File: config.mk
export PLATFORM = sky130hd
export DESIGN_NAME = motion_segment_sequencer
export DESIGN_NICKNAME = d
export VERILOG_FILES = /design/src/rtl/seq_pkg.sv /design/src/rtl/seq_tick_div.sv /design/src/rtl/motion_segment_sequencer.sv
export SDC_FILE = /design/constraint.sdc
export NUM_CORES = 1
export LEC_CHECK = 0
export CORE_AREA = 5 5 210 212
export DETAILED_ROUTE_END_ITERATION = 16
export DIE_AREA = 0 0 215 217
export HOLD_SLACK_MARGIN = 0.06
export PLACE_DENSITY = 0.59
export SLEW_MARGIN = 20
export SYNTH_ARGS = -nofsm -noshare
export SYNTH_HDL_FRONTEND = slang
export SYNTH_SLANG_ARGS = --single-unit
export TNS_END_PERCENT = 10
File: constraint.sdc
create_clock -name clk -period 3.9 [get_ports clk]
set_clock_uncertainty 0.1 [all_clocks]
set_input_delay 0.78 -clock clk [delete_from_list [all_inputs] [get_ports clk]]
set_output_delay 0.78 -clock clk [all_outputs]
set_load 0.01 [all_outputs]
File: src/rtl/seq_pkg.sv
`default_nettype none
// +--------------------------------------------------------------------+
// | seq_pkg: shared types and constants for motion_segment_sequencer    |
// | Rev 1.0                                                             |
// +--------------------------------------------------------------------+
package seq_pkg;

  localparam int DIV_W_DEF = 16;
  localparam int LEN_W_DEF = 32;

  localparam logic [2:0] ST_IDLE  = 3'd0;
  localparam logic [2:0] ST_LOAD  = 3'd1;
  localparam logic [2:0] ST_RUN   = 3'd2;
  localparam logic [2:0] ST_ABORT = 3'd3;
  localparam logic [2:0] ST_HALT  = 3'd4;

  // seg_flags = {set_x, set_v, set_a, set_j}
  localparam int FLG_J = 0;
  localparam int FLG_A = 1;
  localparam int FLG_V = 2;
  localparam int FLG_X = 3;

  typedef struct packed {
    logic [3:0]  flags;
    logic [63:0] x;
    logic [31:0] v;
    logic [31:0] a;
    logic [31:0] j;
  } seg_t;

endpackage
`default_nettype wire

File: src/rtl/seq_tick_div.sv
`default_nettype none
// +--------------------------------------------------------------------+
// | seq_tick_div: clock divider emitting a one-cycle tick every         |
// | max(step_div,1) enabled clocks. Rev 1.0                             |
// +--------------------------------------------------------------------+
module seq_tick_div
  import seq_pkg::*;
#(
  parameter int DIV_W = DIV_W_DEF
) (
  input  logic             clk,
  input  logic             reset,
  input  logic             clr,
  input  logic             en,
  input  logic [DIV_W-1:0] step_div,
  output logic             tick
);

  logic [DIV_W-1:0] r_cnt;
  logic [DIV_W-1:0] r_lim;
  logic [DIV_W-1:0] w_lim_next;
  logic             w_wrap;

  // The terminal count is only refreshed on clear or wrap, so a new
  // step_div never truncates a period already in progress.
  assign w_lim_next = (step_div == '0) ? '0 : step_div - DIV_W'(1);
  assign w_wrap     = en && (r_cnt == r_lim);
  assign tick       = w_wrap;

  always_ff @(posedge clk) begin
    if (reset) begin
      r_cnt <= '0;
      r_lim <= '0;
    end else if (clr) begin
      r_cnt <= '0;
      r_lim <= w_lim_next;
    end else if (w_wrap) begin
      r_cnt <= '0;
      r_lim <= w_lim_next;
    end else if (en) begin
      r_cnt <= r_cnt + DIV_W'(1);
    end
  end

endmodule
`default_nettype wire

File: src/rtl/motion_segment_sequencer.sv
`default_nettype none
// +--------------------------------------------------------------------+
// | motion_segment_sequencer: feeds motion segments into one profile    |
// | generator channel. Optional macro: SEQ_UNDERRUN_COUNT_EN. Rev 1.0   |
// +--------------------------------------------------------------------+
module motion_segment_sequencer
  import seq_pkg::*;
#(
  parameter int DIV_W = DIV_W_DEF,
  parameter int LEN_W = LEN_W_DEF
) (
  input  logic               clk,
  input  logic               reset,
  input  logic [DIV_W-1:0]   step_div,
  input  logic               seg_valid,
  output logic               seg_ready,
  input  logic [3:0]         seg_flags,
  input  logic signed [63:0] seg_x,
  input  logic signed [31:0] seg_v,
  input  logic signed [31:0] seg_a,
  input  logic signed [31:0] seg_j,
  input  logic [LEN_W-1:0]   seg_len,
  input  logic               abort_req,
  input  logic signed [31:0] abort_a,
  input  logic               clear,
  input  logic signed [31:0] pg_v,
  input  logic signed [31:0] pg_a,
  input  logic signed [31:0] pg_j,
  input  logic               pg_stopped,
  output logic               pg_load,
  output logic               pg_set_x,
  output logic               pg_set_v,
  output logic               pg_set_a,
  output logic               pg_set_j,
  output logic signed [63:0] pg_x_val,
  output logic signed [31:0] pg_v_val,
  output logic signed [31:0] pg_a_val,
  output logic signed [31:0] pg_j_val,
  output logic               pg_acc_step,
  output logic               pg_abort,
  output logic signed [31:0] pg_abort_a_val,
  output logic               busy,
  output logic               seg_done,
  output logic               underrun
`ifdef SEQ_UNDERRUN_COUNT_EN
  , output logic [15:0]      underrun_cnt
`endif
);

  logic [2:0]       r_state;
  seg_t             r_seg;
  logic [LEN_W-1:0] r_len;
  logic [LEN_W-1:0] r_rem;
  logic             r_underrun;

  logic w_bnd, w_accept, w_moving, w_auto_abort;
  logic w_div_en, w_div_clr, w_tick;

  // A RUN cycle with nothing left to count is the inter-segment boundary.
  assign w_bnd        = (r_state == ST_RUN) && (r_rem == '0);
  assign w_accept     = seg_valid && !abort_req && ((r_state == ST_IDLE) || w_bnd);
  assign w_moving     = (pg_v != '0) || (pg_a != '0) || (pg_j != '0);
  assign w_auto_abort = w_bnd && !seg_valid && !abort_req && w_moving;
  assign w_div_en     = ((r_state == ST_RUN) && (r_rem != '0)) || (r_state == ST_ABORT);
  assign w_div_clr    = (r_state == ST_IDLE) || (r_state == ST_LOAD) || (r_state == ST_HALT);

  seq_tick_div #(.DIV_W(DIV_W)) u_div (
    .clk      (clk),
    .reset    (reset),
    .clr      (w_div_clr),
    .en       (w_div_en),
    .step_div (step_div),
    .tick     (w_tick)
  );

  always_ff @(posedge clk) begin
    if (reset) begin
      r_state    <= ST_IDLE;
      r_seg      <= '0;
      r_len      <= '0;
      r_rem      <= '0;
      r_underrun <= 1'b0;
    end else begin
      if (w_accept) begin
        r_seg <= '{flags: seg_flags, x: seg_x, v: seg_v, a: seg_a, j: seg_j};
        r_len <= seg_len;
      end
      if (clear)        r_underrun <= 1'b0;
      if (w_auto_abort) r_underrun <= 1'b1;

      case (r_state)
        ST_IDLE: begin
          if (abort_req)      r_state <= ST_ABORT;
          else if (seg_valid) r_state <= ST_LOAD;
        end
        ST_LOAD: begin
          r_rem   <= abort_req ? '0 : r_len;
          r_state <= abort_req ? ST_ABORT : ST_RUN;
        end
        ST_RUN: begin
          if (abort_req) begin
            r_rem   <= '0;
            r_state <= ST_ABORT;
          end else if (w_bnd) begin
            if (seg_valid)     r_state <= ST_LOAD;
            else if (w_moving) r_state <= ST_ABORT;
            else               r_state <= ST_IDLE;
          end else if (w_tick) begin
            r_rem <= r_rem - LEN_W'(1);
          end
        end
        ST_ABORT: begin
          if (pg_stopped) r_state <= ST_HALT;
        end
        ST_HALT: begin
          if (clear && !abort_req) r_state <= ST_IDLE;
        end
        default: r_state <= ST_IDLE;
      endcase
    end
  end

`ifdef SEQ_UNDERRUN_COUNT_EN
  logic [15:0] r_ucnt;
  always_ff @(posedge clk) begin
    if (reset)                                   r_ucnt <= '0;
    else if (w_auto_abort && r_ucnt != 16'hFFFF) r_ucnt <= r_ucnt + 16'd1;
  end
  assign underrun_cnt = r_ucnt;
`endif

  assign seg_ready      = w_accept;
  assign pg_load        = (r_state == ST_LOAD);
  assign pg_set_x       = pg_load && r_seg.flags[FLG_X];
  assign pg_set_v       = pg_load && r_seg.flags[FLG_V];
  assign pg_set_a       = pg_load && r_seg.flags[FLG_A];
  assign pg_set_j       = pg_load && r_seg.flags[FLG_J];
  assign pg_x_val       = r_seg.x;
  assign pg_v_val       = r_seg.v;
  assign pg_a_val       = r_seg.a;
  assign pg_j_val       = r_seg.j;
  assign pg_acc_step    = w_tick;
  assign pg_abort       = (r_state == ST_ABORT);
  assign pg_abort_a_val = abort_a;
  assign busy           = (r_state != ST_IDLE) && (r_state != ST_HALT);
  assign seg_done       = w_tick && (r_state == ST_RUN) && (r_rem == LEN_W'(1));
  assign underrun       = r_underrun;

endmodule
`default_nettype wire

==> out/metrics.cfg <==
[run_status]
status = finished, final reports clean

[floorplan]
chipHeight_microns = 217
chipWidth_microns = 215
initial_core_util_pct = 29.80
die_area_sq_mm = 0.04666
num_rows = 75
io_pins = 549
coreArea_sq_mm = 0.04176

[worst_setup_path]
critPathLaunchType = flop
worstPathArrival_ps = 2890
r2r_slack_ps = 730
cp.required_ps = 3020
critPathLaunch = r_rem[16]
ff2ff_path_depth = 10
crit_path_end_kind = output pin
slowest_delay_ps = 590
critPathKind = flop to output pin
cp_cell_sequence = or4_4 > nand4bb_1 > or3_1 > nand2_1 > nor2_1 > clkdlybuf4s50_1
r2r_end = pg_a_val[3]
r2r-start = r_rem[0]
crit_path_end = pg_acc_step
worst-path-max-fanout = 7
crit_path_top_delay_cell = or4_4

[yosys]
ys.flop_type = dfxtp_1
muxShareOfSynthArea_pct = 0.1609
synth-seq-area-share_pct = 42.47
yosysWarnings = 0
synth_compound_area_share_pct = 15.82
synth-edff-count = 0
synth_cell_types = 57
synth_xor_area_share_pct = 3.097
syn_nets = 1949
synth-simple-area-share_pct = 22.18
netlist_area_sq_mm = 0.01244
syn_inst = 1598
avgSynthCellArea_sq_um = 7.787
synth_top_family_by_area = simple AND/OR/NAND/NOR gates
synth_fa_ha_area_share_pct = 0.5028
ys_ff_latch = 264
async_reset_ff_share_pct = 0

[sta]
tns_ps = 0
finalMaxSlewViolations = 0
slew_headroom_pct = 12.43
setup_viol = 0
period_minus_slack_ps = 3766
fmax_mhz = 265.5
worst_pin_slew_ps = 1314
final_hold_viol_count = 0
rsz0062_at_grt = false
finalCritPeriodShare_pct = 96.57

[detailed_routing]
drtIter0Drc = 607
drcViolationCount = 0
wl_per_cell_microns = 17.58
vias_per_cell = 4.784
dr.pass1.iters = 4
drtAntennaViolNets = 0
vias = 11587
wl_microns = 42570

[finish]
syn_to_final_growth_pct = 40.35
drive_gt1_share_pct = 5.417
regArea_sq_mm = 0.005285
antennaDiodeCount = 0
final_cell_mix = 481 x clkdlybuf4s50_1, 429 x nand2_1, 264 x dfxtp_1
layout_commonest_cell = clkdlybuf4s50_1
fin_nets = 2210
fill_cells = 4250
multi_input_area_sq_mm = 0.005228

[power_and_ir_drop]
clkPwrFrac_pct = 30.6
peakVddDrop_mv = 0.3554
seqPwrFrac_pct = 33.3
comb_power_share_pct = 36.1
p_sw_share_pct = 35.57
power_switching_uw = 3649
power_density_mw_per_mm2 = 587.6
power_uw = 10260
p_int_uw = 6612
p_leak_uw = 0.006087

[grt]
use_met1_pct = 21.02
grt_first_pass_wirelength_microns = 65090
use_met2_pct = 28.15
grtUsageTotal_pct = 17.20
globalRouteMet3Util_pct = 6.253
antenna_found_initial = 0
overflow = 0
grt_max_degree = 197
top_usage_layer = met2
grt_pass1_vias = 11547

[cts]
ctsRootBufferMaster = clkbuf_16
clkTransAtPathRegs_ps = 60
post-cts-setup-buffers = 0
cts_tree = yes
clock_latency_ps = 540
clockBufferDepth = 3
cts_buffers = 36
clock_sinks = 264
holdBufCountCts = 0
cts.htree.levels = 2

[placed_design]
dp_hpwl_microns = 30540
portBuffers = 484
place_congestion = 0.8970

[flow_run]
cap_viol_max_count = 0

[hold_path]
hold_depth = 2
min_path_type = flop to flop

## registers in the layout, indices dropped and copies added (netlist names)
name	cells
pg_v_val	32
u_div.r_cnt	16
r_seg	4
underrun	1
pg_j_val	32
r_rem	32
pg_a_val	32
r_len	32
u_div.r_lim	16
r_state	3
pg_x_val	64
## per-stage QoR
step | utilization (%) | worst slack [ps] | instance area [sq um] | cells | hold slack [ps]
2_1_floorplan | - | 742.5 | 12440 | 1598 | 331.7
5_1_grt | 41.82 | 27.35 | 17460 | 2422 | 368.5
4_1_cts | 41.81 | 68.62 | 17460 | 2422 | 352.7
6_report | 41.82 | 133.9 | 17460 | 2422 | 350.5
3_3_place_gp | 39.10 | 514.4 | 16330 | 2360 | 340.5
3_5_place_dp | 39.10 | 449.7 | 16330 | 2360 | 344.9
## area by class of cell
cell class                 count  area share, %
sequential                   264          30.26
multi-input combinational   1025          29.93
timing repair buffer         511          29.04
clock buffer                  50          5.810
tap                          539          3.862
clock inverter                12         0.6161
inverter                      21         0.4800
## how the worst min path moves through the flow
stage,slack (ps),endpoint,from
2_1_floorplan,330,r_seg[160],r_seg[160]
3_3_place_gp,340,r_seg[161],r_seg[161]
4_1_cts,350,pg_x_val[26],pg_x_val[26]
5_1_grt,370,pg_x_val[36],pg_x_val[36]
3_5_place_dp,340,r_seg[161],r_seg[161]
6_report,350,pg_j_val[30],pg_j_val[30]
## power by group through the flow
stage	clock [uW]	sequential (uW)	combinational (uW)
floorplan	0	3360	2510
global placement	0	3450	3660
detailed placement	0	3470	3690
CTS	3270	3420	3710
global route	3390	3480	4060
finish	3140	3420	3700
## worst max-delay path, delay by kind of cell (launching register included)
kind / cells / cell delay [ps]
DFF: 1 / 360
and+or+nand+nor: 5 / 1440
buffers and inverters: 1 / 540
## metal layers
| metal | part of all wire, % | up-vias |
|---|---|---|
| met3 | 8.8 | 72 |
| met2 | 46 | 429 |
| met5 | 0 | - |
| li1 | - | 5729 |
| met1 | 42 | 5357 |
| met4 | 2.9 | 0 |
## timing repair
| item | 4_1_cts | 5_1_grt |
|---|---|---|
| resized for setup | 5 | 1 |
| pin swaps | 0 | 0 |
| setup endpoints to repair | 2 | 2 |
## Yosys cell counts (all sizes together), types with 20 or more instances
cell	count	area (sq um)
buf	221	1630
inv	20	75.07
xor2	28	245.2
nor2	60	227.7
nor4	48	315.3
clkbuf	67	251.5
nor3	22	110.1
a21oi	226	1131
o21ai	27	135.1
nand2	429	1610
dfxtp	264	5285
## cells by family after synthesis
group | Yosys count
fa+ha+maj | 5
buf+inv | 309
mux | 2
xor+xnor | 44
compound gates | 338
flops | 264
simple gates | 636
Note: power is estimated with default switching activity, not from simulation.
